<file path="config.mk">
export PLATFORM = sky130hd
export DESIGN_NAME = belt_tach
export DESIGN_NICKNAME = d
export VERILOG_FILES = /design/src/rtl/treadmill_pkg.sv /design/src/rtl/bin2bcd_seq.sv /design/src/rtl/belt_tach.sv
export SDC_FILE = /design/constraint.sdc
export NUM_CORES = 1
export LEC_CHECK = 0
export ABC_AREA = 1
export CAP_MARGIN = 10
export CORE_MARGIN = 1.5
export CORE_UTILIZATION = 45
export CTS_BUF_LIST = sky130_fd_sc_hd__clkbuf_4
export DETAILED_ROUTE_END_ITERATION = 10
export DONT_BUFFER_PORTS = 1
export PLACE_DENSITY = 0.7
export SKIP_CTS_REPAIR_TIMING = 1
export SLEW_MARGIN = 20
export SYNTH_ARGS = -nofsm -noshare
export SYNTH_HDL_FRONTEND = slang
export SYNTH_HIERARCHICAL = 1
export SYNTH_SLANG_ARGS = --single-unit
</file>
<file path="constraint.sdc">
create_clock -name CLOCK_50 -period 4.76 [get_ports CLOCK_50]
set_input_delay 0.714 -clock CLOCK_50 [delete_from_list [all_inputs] [get_ports CLOCK_50]]
set_output_delay 0.714 -clock CLOCK_50 [all_outputs]
set_load 0.03 [all_outputs]
</file>
<file path="src/rtl/treadmill_pkg.sv">
// rtl/treadmill_pkg.sv - shared speed-bus widths, limits and FSM/measurement types
package treadmill_pkg;

  localparam int SPEED_W   = 8;
  localparam int MAX_SPEED = 199;
  localparam int BCD_W     = 4;

  typedef enum logic [1:0] {
    ST_IDLE,
    ST_CONVERT,
    ST_PUBLISH
  } tach_state_e;

  typedef struct packed {
    logic [SPEED_W-1:0] value;
    logic               over;
  } speed_meas_t;

  // Raw window counts above the displayable range clamp to MAX_SPEED and raise the over flag.
  function automatic speed_meas_t clamp_count(input logic [SPEED_W-1:0] count);
    speed_meas_t m;
    if (count > SPEED_W'(MAX_SPEED)) begin
      m.value = SPEED_W'(MAX_SPEED);
      m.over  = 1'b1;
    end else begin
      m.value = count;
      m.over  = 1'b0;
    end
    return m;
  endfunction

endpackage

</file>
<file path="src/rtl/bin2bcd_seq.sv">
// rtl/bin2bcd_seq.sv - sequential double-dabble, 8-bit binary to three BCD digits
// start loads the operand; done pulses 9 cycles after start with the digits stable.
module bin2bcd_seq
  import treadmill_pkg::*;
(
  input  logic               clk,
  input  logic               rst,
  input  logic               start,
  input  logic [SPEED_W-1:0] bin,
  output logic               done,
  output logic [BCD_W-1:0]   hundreds,
  output logic [BCD_W-1:0]   tens,
  output logic [BCD_W-1:0]   ones
);

  logic [SPEED_W-1:0]   shreg;
  logic [3*BCD_W-1:0]   bcd;
  logic [3*BCD_W-1:0]   bcd_adj;
  logic [3:0]           shift_cnt;
  logic                 busy;

  // Add-3 correction on every digit >= 5, applied before each left shift.
  always_comb begin
    bcd_adj = bcd;
    for (int d = 0; d < 3; d++) begin
      if (bcd[d*BCD_W +: BCD_W] >= 4'd5)
        bcd_adj[d*BCD_W +: BCD_W] = bcd[d*BCD_W +: BCD_W] + 4'd3;
    end
  end

  always_ff @(posedge clk or posedge rst) begin
    if (rst) begin
      shreg     <= '0;
      bcd       <= '0;
      shift_cnt <= '0;
      busy      <= 1'b0;
      done      <= 1'b0;
    end else begin
      done <= 1'b0;
      if (start) begin
        shreg     <= bin;
        bcd       <= '0;
        shift_cnt <= 4'd8;
        busy      <= 1'b1;
      end else if (busy) begin
        bcd       <= {bcd_adj[3*BCD_W-2:0], shreg[SPEED_W-1]};
        shreg     <= {shreg[SPEED_W-2:0], 1'b0};
        shift_cnt <= shift_cnt - 4'd1;
        if (shift_cnt == 4'd1) begin
          busy <= 1'b0;
          done <= 1'b1;
        end
      end
    end
  end

  assign hundreds = bcd[3*BCD_W-1:2*BCD_W];
  assign tens     = bcd[2*BCD_W-1:BCD_W];
  assign ones     = bcd[BCD_W-1:0];

endmodule

</file>
<file path="src/rtl/belt_tach.sv">
// rtl/belt_tach.sv - belt tachometer: sync/debounce encoder, gate-window count, BCD publish, stall
// One measurement per gate window, published 10 cycles after the window's terminal cycle.
module belt_tach
  import treadmill_pkg::*;
#(
  parameter int GATE_CYCLES   = 5_000_000,
  parameter int DEB_CYCLES    = 16,
  parameter int STALL_WINDOWS = 10
) (
  input  logic               CLOCK_50,
  input  logic               reset,
  input  logic               tach_in,
  input  logic [SPEED_W-1:0] cmd_speed,
  output logic [SPEED_W-1:0] meas_speed,
  output logic [BCD_W-1:0]   speed1,
  output logic [BCD_W-1:0]   speed2,
  output logic [BCD_W-1:0]   speed3,
  output logic               speed_valid,
  output logic               overspeed,
  output logic               stall
);

  localparam int GATE_W  = $clog2(GATE_CYCLES);
  localparam int DEB_W   = $clog2(DEB_CYCLES + 1);
  localparam int STALL_W = $clog2(STALL_WINDOWS + 1);

  logic [1:0]         sync_q;
  logic               deb_level;
  logic               deb_level_d;
  logic [DEB_W-1:0]   deb_cnt;
  logic               rise;

  logic [GATE_W-1:0]  gate_cnt;
  logic               window_close;
  logic [SPEED_W-1:0] pulse_cnt;
  logic [SPEED_W-1:0] closing_count;
  speed_meas_t        close_meas;
  speed_meas_t        win_meas;
  logic [STALL_W-1:0] stall_cnt;

  tach_state_e        state;
  logic               bcd_start;
  logic               bcd_done;
  logic [BCD_W-1:0]   bcd_h;
  logic [BCD_W-1:0]   bcd_t;
  logic [BCD_W-1:0]   bcd_o;

  // Any sample that agrees with the filtered level restarts the stability count.
  always_ff @(posedge CLOCK_50 or posedge reset) begin
    if (reset) begin
      sync_q      <= '0;
      deb_level   <= 1'b0;
      deb_level_d <= 1'b0;
      deb_cnt     <= '0;
    end else begin
      sync_q      <= {sync_q[0], tach_in};
      deb_level_d <= deb_level;
      if (sync_q[1] == deb_level) begin
        deb_cnt <= '0;
      end else if (deb_cnt == DEB_W'(DEB_CYCLES - 1)) begin
        deb_level <= sync_q[1];
        deb_cnt   <= '0;
      end else begin
        deb_cnt <= deb_cnt + 1'b1;
      end
    end
  end

  assign rise         = deb_level & ~deb_level_d;
  assign window_close = (gate_cnt == GATE_W'(GATE_CYCLES - 1));

  // Count including this cycle's edge, so a terminal-cycle edge lands in the closing window.
  always_comb begin
    closing_count = pulse_cnt;
    if (rise && (pulse_cnt != '1))
      closing_count = pulse_cnt + 1'b1;
  end

  assign close_meas = clamp_count(closing_count);

  always_ff @(posedge CLOCK_50 or posedge reset) begin
    if (reset) begin
      gate_cnt  <= '0;
      pulse_cnt <= '0;
      win_meas  <= '0;
      stall_cnt <= '0;
    end else if (window_close) begin
      gate_cnt  <= '0;
      pulse_cnt <= '0;
      win_meas  <= close_meas;
      if ((closing_count == '0) && (cmd_speed != '0)) begin
        if (stall_cnt != STALL_W'(STALL_WINDOWS))
          stall_cnt <= stall_cnt + 1'b1;
      end else begin
        stall_cnt <= '0;
      end
    end else begin
      gate_cnt  <= gate_cnt + 1'b1;
      pulse_cnt <= closing_count;
    end
  end

  assign bcd_start = window_close && (state == ST_IDLE);

  bin2bcd_seq u_bcd (
    .clk      (CLOCK_50),
    .rst      (reset),
    .start    (bcd_start),
    .bin      (close_meas.value),
    .done     (bcd_done),
    .hundreds (bcd_h),
    .tens     (bcd_t),
    .ones     (bcd_o)
  );

  always_ff @(posedge CLOCK_50 or posedge reset) begin
    if (reset) begin
      state       <= ST_IDLE;
      meas_speed  <= '0;
      speed1      <= '0;
      speed2      <= '0;
      speed3      <= '0;
      speed_valid <= 1'b0;
      overspeed   <= 1'b0;
      stall       <= 1'b0;
    end else begin
      speed_valid <= 1'b0;
      case (state)
        ST_IDLE: begin
          if (window_close)
            state <= ST_CONVERT;
        end
        ST_CONVERT: begin
          if (bcd_done) begin
            meas_speed  <= win_meas.value;
            overspeed   <= win_meas.over;
            speed1      <= bcd_h;
            speed2      <= bcd_t;
            speed3      <= bcd_o;
            stall       <= (stall_cnt == STALL_W'(STALL_WINDOWS));
            speed_valid <= 1'b1;
            state       <= ST_PUBLISH;
          end
        end
        ST_PUBLISH: begin
          state <= ST_IDLE;
        end
        default: begin
          state <= ST_IDLE;
        end
      endcase
    end
  end

endmodule

</file>
After elaboration in Yosys (flattened, before gate mapping)
Cells that the tools add are included. W data, S select, Z words.

Flip-flop bits (word level): 104. Output and inout port bits: 23. Logic and storage cells: 87.

Add/sub/neg operators: 8. $lt $le $gt $ge: 4. Equality and inequality tests: 11. Multiplexer cells: 28. Bitwise gates (word level): 3. Reduce and logical (&&, ||, !) cells: 11.

Operators with widths (count): $mux W8 (4); $mux W12 (2); $mux W4 (6); $add A23 B1 Y23 const B (1); $eq A23 B23 Y1 const B (1); $mux W23 (1); $ge A4 B3 Y1 const B (3); $mux W5 (2); $mux W9 (1); $add A4 B2 Y4 const B (2); $add A8 B1 Y8 const B (1); $gt A8 B8 Y1 const B (1); $logic_not A8 Y1 (1); $mux W1 (8); $ne A8 B8 Y1 const B (1); $reduce_and A2 Y1 (4); $reduce_bool A8 Y1 (1); $add A5 B1 Y5 const B (1); $eq A5 B4 Y1 const B (1); $add A4 B1 Y4 const B (1); $eq A4 B1 Y1 const B (1); $eq A4 B4 Y1 const B (1); $mux W2 (2); $ne A2 B1 Y1 const B (2); other kinds (13) (16).

Logic depth before layout (Yosys ltp)
Gate-level depths: netlist (run 1).

Depth after elaboration: 8. Depth in mapped cells: 15. Mapped depth without buffers: 15.

By module
Netlist (run 1), hierarchy kept.

By module, submodules not included: belt_tach (instances 1, cells an instance 464, area an instance 3885.0 um^2, sequential area each 1951.9 um^2); bin2bcd_seq (instances 1, cells an instance 172, area an instance 1438.9 um^2, sequential area each 650.6 um^2).

Worst setup path after synthesis (run 1)
OpenSTA, ideal clock, no wires.

Path type: reg2reg. Start: reg gate_cnt[0]. End: reg u_bcd.shreg[7]. Library setup time: 127 ps. Data arrival time: 1897 ps. Data required time: 4633 ps. Path slack: 2736 ps. Cell stages (with the launch flop): 15. Path buffers: 2. Period minus slack after synthesis: 2024 ps. Path through: dfrtp_1 > ha_1 > nand2_1 > nor3_2 > nand2_1 > nor2_4 > inv_2 > buf_2 > nor2_1 > inv_2 > nand2_4 > inv_4 > buf_12 > nand2_1 > o211ai_2.

Longest elaborated chain between the ends: 3. Elaborated cells between the ends (all ways): 4. Those cells by class: 1 x eq/ne; 1 x mux; 2 x reduce/logical.

Ends and longest elaborated chain: from (decl) (line belt_tach.sv:33) `logic [GATE_W-1:0] gate_cnt;`; from (signal assigned) (line belt_tach.sv:98) `gate_cnt <= gate_cnt + 1'b1;`; $eq A23 B23 Y1 * (line belt_tach.sv:70) `assign window_close = (gate_cnt == GATE_W'(GATE_CYCLES - 1));`; $logic_and A1 B1 Y1 * (line belt_tach.sv:103) `assign bcd_start = window_close && (state == ST_IDLE);`; net bcd_start (line belt_tach.sv:42) `logic bcd_start;`; $mux W8 or $reduce_bool A2 Y1 (tied branches); to (signal assigned) (line bin2bcd_seq.sv:41) `shreg <= bin;`; to (signal assigned) (line bin2bcd_seq.sv:47) `shreg <= {shreg[SPEED_W-2:0], 1'b0};`; to (decl) (line bin2bcd_seq.sv:16) `logic [SPEED_W-1:0] shreg;`.

Mark *: on every way through the listed nets, which the timed path passes. The rest lies on a longest branch. A chain may end at the register's enable or synchronous reset.

Worst setup path in the final report (run 1)
Start: reg gate_cnt[0]. End: reg u_bcd.shreg[4].

The elaborated chain is that of the path after synthesis.

==> impl_metrics.env, run 1 <==
export IMPL_status="complete, no violations"
export IMPL_drc_errors=0
export IMPL_cts_tree="yes"
export IMPL_via_count=3961
export IMPL_synth_edf_count=0
export IMPL_worst_slack_ns=1.84
export IMPL_grtUsageTotal_pct=17.3
export IMPL_grt_max_degree=66
export IMPL_cts_made_buffers=9
export IMPL_rsz0062_at_grt="no"
export IMPL_yosys_area_top_type="dfrtp_1"
export IMPL_fmax_ghz=0.342
export IMPL_detail_route_vias_per_cell=5.03
export IMPL_finalMaxSlewViolations=0
export IMPL_worstSkewPairLatency_ns=0.46
export IMPL_pwr_share_comb_pct=2.2
export IMPL_hold_start="tach_in"
export IMPL_critPathCaptureType="register"
export IMPL_synth_seq_cells=104
export IMPL_dp_hpwl_mm=7.40
export IMPL_async_reset_ff_share_pct=100
export IMPL_synth_cell_type_count=40
export IMPL_initial_core_util_pct=46.4
export IMPL_max_slew_margin_pct=38.5
export IMPL_criticalPathCategory="register to register"
export IMPL_p_leak_nw=2.96
export IMPL_fill_cells=1085
export IMPL_setup_violations_final=0
export IMPL_post_drt_wl_per_cell_um=12.8
export IMPL_ff2ff_path_depth=12
export IMPL_clkSlewWorstSetupHoldPaths_ns=0.15
export IMPL_finalClockSkew_ns=0.0312
export IMPL_final_cell_mix="nand2_1, dfrtp_1, inv_1"
export IMPL_cts_sinks=104
export IMPL_antenna_cells=0
export IMPL_whs_path_depth=0
export IMPL_hold_viol_final=0
export IMPL_antenna_found_initial=0
export IMPL_cp_required_ns=5.09
export IMPL_timing_rr_end="u_bcd/shreg[4]$_DFFE_PP0P_"
export IMPL_layout_commonest_cell="nand2_1"
export IMPL_critPathArrivalTime_ns=3.25
export IMPL_core_area_mm2=0.0115
export IMPL_yosysTopAreaCellShare_pct=48.9
export IMPL_reg2reg_from="gate_cnt[0]$_DFF_PP0_"
export IMPL_ir_worst_vdd_mv=0.193
export IMPL_drive_gt1_share_pct=14.0
export IMPL_yosysWarnings=6
export IMPL_syn_area_mm2=0.00532
export IMPL_rows=39
export IMPL_grt_ovfl_total=0
export IMPL_path_max_fanout=21
export IMPL_place_gp_congestion=0.830
export IMPL_whs_ns=0.272
export IMPL_synth_area_top_cells="dfrtp_1, nand2_1, inv_1"
export IMPL_first_global_vias=3869
export IMPL_fin_setup_tns_ns=0
export IMPL_seq_area_frac_synth_pct=48.9
export IMPL_wl_mm=10.1
export IMPL_internal_power_mw=1.16
export IMPL_cts_root_buf="clkbuf_4"
export IMPL_seqCellArea_mm2=0.00260
export IMPL_die_area_mm2=0.0125
export IMPL_fin_nets=664
export IMPL_drtAntennaViolNets=0
export IMPL_power_frac_seq_pct=60.7
export IMPL_netlist_instances=636
export IMPL_p_total_mw=1.47
export IMPL_final_period_utilization_pct=61.4
export IMPL_max_cap_violations=0
export IMPL_post_route_min_period_ns=2.92
export IMPL_dieWidth_um=112
export IMPL_htreeDepth=3
export IMPL_grt_pass1_wl_mm=17.4
export IMPL_dp_slack_ns=1.84
export IMPL_multi_input_area_mm2=0.00230
export IMPL_port_buffers=0
export IMPL_ff2ff_setup_slack_ns=1.84
export IMPL_die_y_um=112
export IMPL_worst_pin_slew_ns=0.921
export IMPL_cp_start_kind="register"
export IMPL_p_clk_share_pct=37.1
export IMPL_ctsLongestPathBuffers=2
export IMPL_synth_area_per_cell_um2=8.37
export IMPL_swShare_pct=21.1
export IMPL_powerDensity_mw_per_mm2=260
export IMPL_syn_nets=660
export IMPL_syn2layout_area_growth_pct=5.92
export IMPL_power_switching_mw=0.310
export IMPL_first_pass_iters=5
export IMPL_min_path_type="input pin to register"
export IMPL_min_to="sync_q[0]$_DFF_PP0_"
export IMPL_synthFlopType="dfrtp_1"
export IMPL_drtIter0Drc=166
export IMPL_ios=34
## registers in the layout, summed over array words and instances (netlist names)
| signal | cells |
|---|---|
| gate_cnt | 23 |
| u_bcd/bcd | 12 |
| win_meas | 9 |
| meas_speed | 8 |
| pulse_cnt | 8 |
| u_bcd/shreg | 8 |
| deb_cnt | 5 |
| speed1 | 4 |
| speed2 | 4 |
| speed3 | 4 |
| stall_cnt | 4 |
| u_bcd/shift_cnt | 4 |
| state | 2 |
| sync_q | 2 |
| deb_level | 1 |
| deb_level_d | 1 |
| overspeed | 1 |
| speed_valid | 1 |
| stall | 1 |
| u_bcd/busy | 1 |
| u_bcd/done | 1 |
## cell type report
| type | instances | share of cell area (%) |
|---|---|---|
| clock buffers | 9 | 1.20 |
| clock inverters | 6 | 1.93 |
| inverters | 93 | 6.30 |
| multi-input cells | 429 | 40.8 |
| flip-flops and latches | 104 | 46.2 |
| well taps | 143 | 3.17 |
| repair buffers | 3 | 0.444 |
## cells in the mapped netlist (all sizes together) (3+ instances only)
library cell / instances
o21ai: 27
nor3: 13
clkbuf: 4
o221ai: 3
xor2: 10
ha: 13
dfrtp: 104
nand2: 221
buf: 6
xnor2: 3
nand4: 13
o22ai: 5
o21bai: 3
nand3: 41
nor2: 49
nor4: 8
a21oi: 10
inv: 91
## cell families after synthesis
logic type                 share of synthesized area (%)
and+or+nand+nor                                     32.1
buffers and inverters                               7.90
DFF                                                 48.9
AOI/OAI and AO/OA                                   5.92
xor gates and xnor gates                            2.14
adders and majority gates                           3.06
## critical path, stage by stage (launching register included)
cell      delay (ns)
dfrtp_1         0.39
ha_1            0.20
nand2_1         0.10
nor3_2          0.21
nand2_1         0.13
nor2_4          0.31
inv_2           0.24
nor2_1          0.55
inv_2           0.17
nand2_4         0.21
inv_2           0.13
nand2_1         0.08
o211ai_1        0.07
## worst max path at each step
| stage | start | endpoint | slack [ns] |
|---|---|---|---|
| 2_1_floorplan | reset | deb_cnt[0]$_DFF_PP0_ | 2.05 |
| 3_3_place_gp | gate_cnt[0]$_DFF_PP0_ | u_bcd/shreg[4]$_DFFE_PP0P_ | 2.00 |
| 3_5_place_dp | gate_cnt[0]$_DFF_PP0_ | u_bcd/shreg[4]$_DFFE_PP0P_ | 1.84 |
| 4_1_cts | gate_cnt[0]$_DFF_PP0_ | u_bcd/shreg[4]$_DFFE_PP0P_ | 1.83 |
| 5_1_grt | gate_cnt[0]$_DFF_PP0_ | u_bcd/shreg[4]$_DFFE_PP0P_ | 1.55 |
| 6_report | gate_cnt[0]$_DFF_PP0_ | u_bcd/shreg[4]$_DFFE_PP0P_ | 1.84 |
## layer usage
metal | vias up | wire [um] | global-route usage, %
li1 | 2013 | - | -
met4 | 0 | 169 | 7.26
met5 | - | 0 | 0
met2 | 79 | 4760 | 28.1
met1 | 1858 | 4720 | 21.6
met3 | 11 | 455 | 4.84
## power by group through the flow
| stage | registers (mW) | logic [mW] | clock network [mW] |
|---|---|---|---|
| CTS | 0.890 | 0.0336 | 0.567 |
| detailed placement | 0.906 | 0.0337 | 0 |
| finish | 0.890 | 0.0325 | 0.545 |
| global route | 0.891 | 0.0389 | 0.601 |
| global placement | 0.906 | 0.0324 | 0 |
| floorplan | 0.906 | 0.0251 | 0 |
## metrics by stage
step                      instance area, um^2  util (%)  cells
after global routing                     5640      49.2    787
final                                    5640      49.2    787
after CTS                                5630      49.1    786
after floorplan                          5320         -    636
after detailed placement                 5450      47.6    771
after global placement                   5450      47.6    771
No activity file was read; power rests on OpenSTA's default activity.
==> run 2: changes to the inputs <==
Clock period 4.76 ns to 2.98 ns, I/O delays scaled along.
==> impl_metrics.env, run 2 (same netlist as run 1, synthesis figures left out) <==
export IMPL_status="complete, no violations"
export IMPL_max_slew_margin_pct=35.5
export IMPL_powerDensity_mw_per_mm2=398
export IMPL_critPathCaptureType="register"
export IMPL_wl_mm=10.2
export IMPL_dp_hpwl_mm=7.57
export IMPL_die_y_um=112
export IMPL_place_area_mm2=0.00548
export IMPL_power_frac_seq_pct=63.1
export IMPL_pwr_share_comb_pct=2.4
export IMPL_antenna_cells=0
export IMPL_fmax_ghz=0.434
export IMPL_initial_core_util_pct=46.4
export IMPL_largest_reg_flops=23
export IMPL_cts_root_buf="clkbuf_4"
export IMPL_htreeDepth=3
export IMPL_ir_worst_vdd_mv=0.316
export IMPL_cts_made_buffers=9
export IMPL_multi_input_area_mm2=0.00230
export IMPL_p_clk_share_pct=34.4
export IMPL_whs_ns=0.0514
export IMPL_grt_max_degree=40
export IMPL_cts_sinks=104
export IMPL_finalMaxSlewViolations=0
export IMPL_power_switching_mw=0.545
export IMPL_via_count=4005
export IMPL_fin_nets=668
export IMPL_drtIter0Drc=231
export IMPL_p_leak_nw=2.97
export IMPL_die_area_mm2=0.0125
export IMPL_drtAntennaViolNets=0
export IMPL_critPathArrivalTime_ns=2.68
export IMPL_rsz0062_at_grt="no"
export IMPL_first_pass_iters=4
export IMPL_drive_gt1_share_pct=14.3
export IMPL_cp_start_kind="register"
export IMPL_hold_viol_final=0
export IMPL_ff2ff_path_depth=13
export IMPL_seqCellArea_mm2=0.00260
export IMPL_design_area_mm2=0.00565
export IMPL_setup_violations_final=0
export IMPL_worstSkewPairLatency_ns=0.48
export IMPL_dieWidth_um=112
export IMPL_min_path_type="input pin to async pin"
export IMPL_layout_commonest_cell="nand2_1"
export IMPL_grtUsageTotal_pct=17.6
export IMPL_first_global_vias=3875
export IMPL_fill_cells=1059
export IMPL_internal_power_mw=1.71
export IMPL_cts_tree="yes"
export IMPL_drc_errors=0
export IMPL_crit_slowest_cell="dfrtp_1"
export IMPL_top_regs="gate_cnt x23, u_bcd/bcd x12, win_meas x9"
export IMPL_grt_ovfl_total=0
export IMPL_place_gp_congestion=0.855
export IMPL_worst_pin_slew_ns=0.966
export IMPL_max_cap_violations=0
export IMPL_cp_required_ns=3.36
export IMPL_core_area_mm2=0.0115
export IMPL_swShare_pct=24.2
export IMPL_final_cell_mix="nand2_1, dfrtp_1, inv_1"
export IMPL_cpPeakStageDelay_ns=0.40
export IMPL_rows=39
export IMPL_crit_chain="ha_1 > nand2_1 > nor3_2 > nand2_1 > nor2_4 > inv_2 > nor2_1 > buf_4 > inv_2 > nand2_4 > inv_2 > nand2_1 > o211ai_1"
export IMPL_final_period_utilization_pct=77.3
export IMPL_syn2layout_area_growth_pct=6.13
export IMPL_grt_pass1_wl_mm=17.9
export IMPL_detail_route_vias_per_cell=5.06
export IMPL_post_route_min_period_ns=2.30
export IMPL_top_register="gate_cnt"
export IMPL_fin_setup_tns_ns=0
export IMPL_finalClockSkew_ns=0.0187
export IMPL_post_drt_wl_per_cell_um=12.8
export IMPL_criticalPathCategory="register to register"
export IMPL_clkSlewWorstSetupHoldPaths_ns=0.17
export IMPL_path_max_fanout=21
export IMPL_ios=34
export IMPL_port_buffers=0
export IMPL_antenna_found_initial=0
export IMPL_ctsLongestPathBuffers=2
run 2: per-stage QoR:
step	instances	power [mW]	utilization, %	setup slack [ns]
2_1_floorplan	636	1.49	-	0.538
3_3_place_gp	774	1.50	47.7	0.778
3_5_place_dp	774	1.50	47.7	0.680
4_1_cts	790	2.28	49.1	0.648
5_1_grt	792	2.36	49.3	0.409
6_report	792	2.25	49.3	0.677
run 2: worst paths after layout:
path	from	end	slack [ns]
min in group CLOCK_50	sync_q[0]$_DFF_PP0_	sync_q[1]$_DFF_PP0_	0.37
worst max-delay path	gate_cnt[0]$_DFF_PP0_	u_bcd/shreg[4]$_DFFE_PP0P_	0.68
worst min-delay path	reset	u_bcd/shreg[0]$_DFFE_PP0P_	0.05
worst min register to register	sync_q[0]$_DFF_PP0_	sync_q[1]$_DFF_PP0_	0.37
max in group asynchronous	reset	meas_speed[0]$_DFFE_PP0P_	1.93
worst max register to register	gate_cnt[0]$_DFF_PP0_	u_bcd/shreg[4]$_DFFE_PP0P_	0.68
run 2: routing by layer:
metal | up-vias | GRT usage (%) | routed length (um)
met1 | 1892 | 22.5 | 4680
li1 | 2017 | - | -
met2 | 80 | 29.2 | 4870
met5 | - | 0 | 0
met4 | 0 | 6.41 | 172
met3 | 16 | 4.14 | 435
run 2: cell type report:
cell class / count / area share [%]
Clock inverter: 7 / 1.55
Tap cell: 143 / 3.17
Sequential cell: 104 / 46.1
Clock buffer: 9 / 1.20
Timing Repair Buffer: 7 / 1.02
Inverter: 93 / 6.29
Multi-Input combinational cell: 429 / 40.7
run 2: power by group through the flow:
stage	clock network (mW)	logic, mW	registers (mW)
2_1_floorplan	0	0.0401	1.45
3_3_place_gp	0	0.0530	1.45
3_5_place_dp	0	0.0547	1.45
4_1_cts	0.807	0.0548	1.42
5_1_grt	0.869	0.0656	1.42
6_report	0.775	0.0544	1.42
run 2: critical path, delay by kind of cell, from the launching register on:
family / cells / cell delay [ns]
and+or+nand+nor: 7 / 0.97
buffers and inverters: 4 / 0.57
DFF: 1 / 0.40
adders and majority gates: 1 / 0.20
AOI/OAI and AO/OA: 1 / 0.08
==> run 3: changes to the inputs <==
Clock period 2.98 ns to 2.3 ns, I/O delays scaled along.
==> impl_metrics.env, run 3 (same netlist as run 1, synthesis figures left out) <==
export IMPL_antenna_cells=0
export IMPL_min_path_type="register to register"
export IMPL_fin_nets=671
export IMPL_p_clk_share_pct=37.7
export IMPL_place_gp_congestion=0.853
export IMPL_power_frac_seq_pct=59.8
export IMPL_grt_max_degree=36
export IMPL_cp_required_ns=2.64
export IMPL_htreeDepth=3
export IMPL_ctsLongestPathBuffers=2
export IMPL_cts_tree="yes"
export IMPL_dp_hpwl_mm=7.60
export IMPL_max_cap_violations=0
export IMPL_ff2ff_path_depth=12
export IMPL_critPathArrivalTime_ns=2.34
export IMPL_first_pass_iters=4
export IMPL_grt_pass1_wl_mm=18.4
export IMPL_crit_family="simple AND/OR/NAND/NOR gates"
export IMPL_core_area_mm2=0.0115
export IMPL_grt_use_met3_pct=4.14
export IMPL_critPathCaptureType="register"
export IMPL_post_drt_wl_per_cell_um=12.9
export IMPL_hold_start="sync_q[0]$_DFF_PP0_"
export IMPL_crit_chain="ha_1 > nand2_1 > nor3_2 > nand2_1 > nor2_4 > inv_2 > nor2_1 > inv_2 > nand2_4 > inv_4 > nand3_1 > o21ai_0"
export IMPL_seqCellArea_mm2=0.00260
export IMPL_dieWidth_um=112
export IMPL_reg2reg_from="gate_cnt[0]$_DFF_PP0_"
export IMPL_first_global_vias=4107
export IMPL_fill_cells=1058
export IMPL_powerDensity_mw_per_mm2=538
export IMPL_rsz0062_at_grt="no"
export IMPL_clkSlewWorstSetupHoldPaths_ns=0.15
export IMPL_drtAntennaViolNets=0
export IMPL_grt_ovfl_total=0
export IMPL_die_y_um=112
export IMPL_die_area_mm2=0.0125
export IMPL_swShare_pct=21.7
export IMPL_cpPeakStageDelay_ns=0.40
export IMPL_crit_slowest_cell="dfrtp_1"
export IMPL_min_to="sync_q[1]$_DFF_PP0_"
export IMPL_layout_commonest_cell="nand2_1"
export IMPL_cts_root_buf="clkbuf_4"
export IMPL_drive_gt1_share_pct=14.9
export IMPL_ff2ff_setup_slack_ns=0.30
export IMPL_whs_path_depth=0
export IMPL_detail_route_vias_per_cell=5.06
export IMPL_p_total_mw=3.08
export IMPL_finalClockSkew_ns=0.0186
export IMPL_top_register="gate_cnt"
export IMPL_cts_sinks=104
export IMPL_top_regs="gate_cnt x23, u_bcd/bcd x12, win_meas x9"
export IMPL_status="complete, no violations"
export IMPL_cp_start_kind="register"
export IMPL_path_max_fanout=14
export IMPL_fmax_ghz=0.501
export IMPL_worstSkewPairLatency_ns=0.46
export IMPL_worst_pin_slew_ns=0.672
export IMPL_hold_viol_final=0
export IMPL_largest_reg_flops=23
export IMPL_internal_power_mw=2.41
export IMPL_port_buffers=0
export IMPL_grt_busiest_layer="met2"
export IMPL_max_slew_margin_pct=55.1
export IMPL_p_leak_nw=3.00
export IMPL_wl_mm=10.2
export IMPL_finalMaxSlewViolations=0
export IMPL_initial_core_util_pct=46.4
export IMPL_multi_input_area_mm2=0.00231
export IMPL_criticalPathCategory="register to register"
export IMPL_grt_use_met2_pct=31.5
export IMPL_use_met1_pct=22.1
export IMPL_cts_made_buffers=9
export IMPL_final_period_utilization_pct=86.8
export IMPL_critPathBufInv=3
export IMPL_syn2layout_area_growth_pct=7.57
export IMPL_drtIter0Drc=160
export IMPL_ir_worst_vdd_mv=0.363
export IMPL_final_cell_mix="nand2_1, dfrtp_1, inv_1"
export IMPL_ios=34
export IMPL_setup_violations_final=0
export IMPL_antenna_found_initial=0
export IMPL_drc_errors=0
export IMPL_post_route_min_period_ns=2.00
export IMPL_fin_setup_tns_ns=0
export IMPL_power_switching_mw=0.670
export IMPL_via_count=4023
export IMPL_pwr_share_comb_pct=2.5
export IMPL_timing_rr_end="u_bcd/bcd[7]$_DFFE_PP0P_"
export IMPL_grtUsageTotal_pct=17.9
export IMPL_rows=39
-- run 3: cell count changes in the layout (fill, tap and decap cells not counted), sizes merged --
cell	change
bufinv	+2
clkinvlp	+1
inv	-2
clkinv	-1
buf	+3
-- run 3: final cells by class --
class                   count  area share, %
repair buffers             10           1.62
clock inverters             7           2.05
flip-flops and latches    104           45.4
inverters                  93           6.25
clock buffers               9           1.18
multi-input cells         429           40.3
well taps                 143           3.12
-- run 3: worst reg2reg max path: stages, from the launching register on --
cell     delay, ns
dfrtp_1       0.40
ha_1          0.19
nand2_1       0.10
nor3_2        0.22
nand2_1       0.14
nor2_4        0.14
inv_2         0.04
nor2_1        0.14
inv_2         0.12
nand2_4       0.14
inv_4         0.11
nand3_1       0.09
o21ai_0       0.08
-- run 3: per-stage QoR --
| step | util (%) | cell area (um^2) | std cells | hold WS (ns) | worst slack, ns |
|---|---|---|---|---|---|
| finish | 49.9 | 5730 | 795 | 0.367 | 0.305 |
| global route | 49.9 | 5730 | 795 | 0.377 | 0.0182 |
| CTS | 49.7 | 5700 | 793 | -0.203 | 0.271 |
| detailed placement | 48.1 | 5510 | 777 | 0.313 | 0.292 |
| global placement | 48.1 | 5510 | 777 | 0.313 | 0.355 |
| floorplan | - | 5330 | 636 | 0.331 | 0.276 |
-- run 3: per-layer routing --
layer | vias up | routed length, um
li1 | 2032 | -
met1 | 1906 | 4700
met2 | 70 | 5070
met3 | 15 | 334
met4 | 0 | 134
met5 | - | 0
-- run 3: worst max-delay path by stage --
stage | slack, ns | startpoint | end | depth (start not counted)
final | 0.30 | gate_cnt[0]$_DFF_PP0_ | u_bcd/bcd[7]$_DFFE_PP0P_ | 12
after detailed placement | 0.29 | gate_cnt[0]$_DFF_PP0_ | u_bcd/shreg[4]$_DFFE_PP0P_ | 12
after CTS | 0.27 | gate_cnt[0]$_DFF_PP0_ | u_bcd/shreg[4]$_DFFE_PP0P_ | 12
after global routing | 0.02 | gate_cnt[0]$_DFF_PP0_ | u_bcd/bcd[7]$_DFFE_PP0P_ | 12
after global placement | 0.36 | gate_cnt[0]$_DFF_PP0_ | u_bcd/shreg[4]$_DFFE_PP0P_ | 12
after floorplan | 0.28 | gate_cnt[0]$_DFF_PP0_ | u_bcd/shreg[7]$_DFFE_PP0P_ | 14
-- run 3: power by group through the flow --
stage	sequential, mW	clock [mW]	combinational (mW)
2_1_floorplan	1.88	0	0.0523
3_3_place_gp	1.88	0	0.0742
3_5_place_dp	1.88	0	0.0778
4_1_cts	1.84	1.21	0.0779
5_1_grt	1.84	1.27	0.0915
6_report	1.84	1.16	0.0777
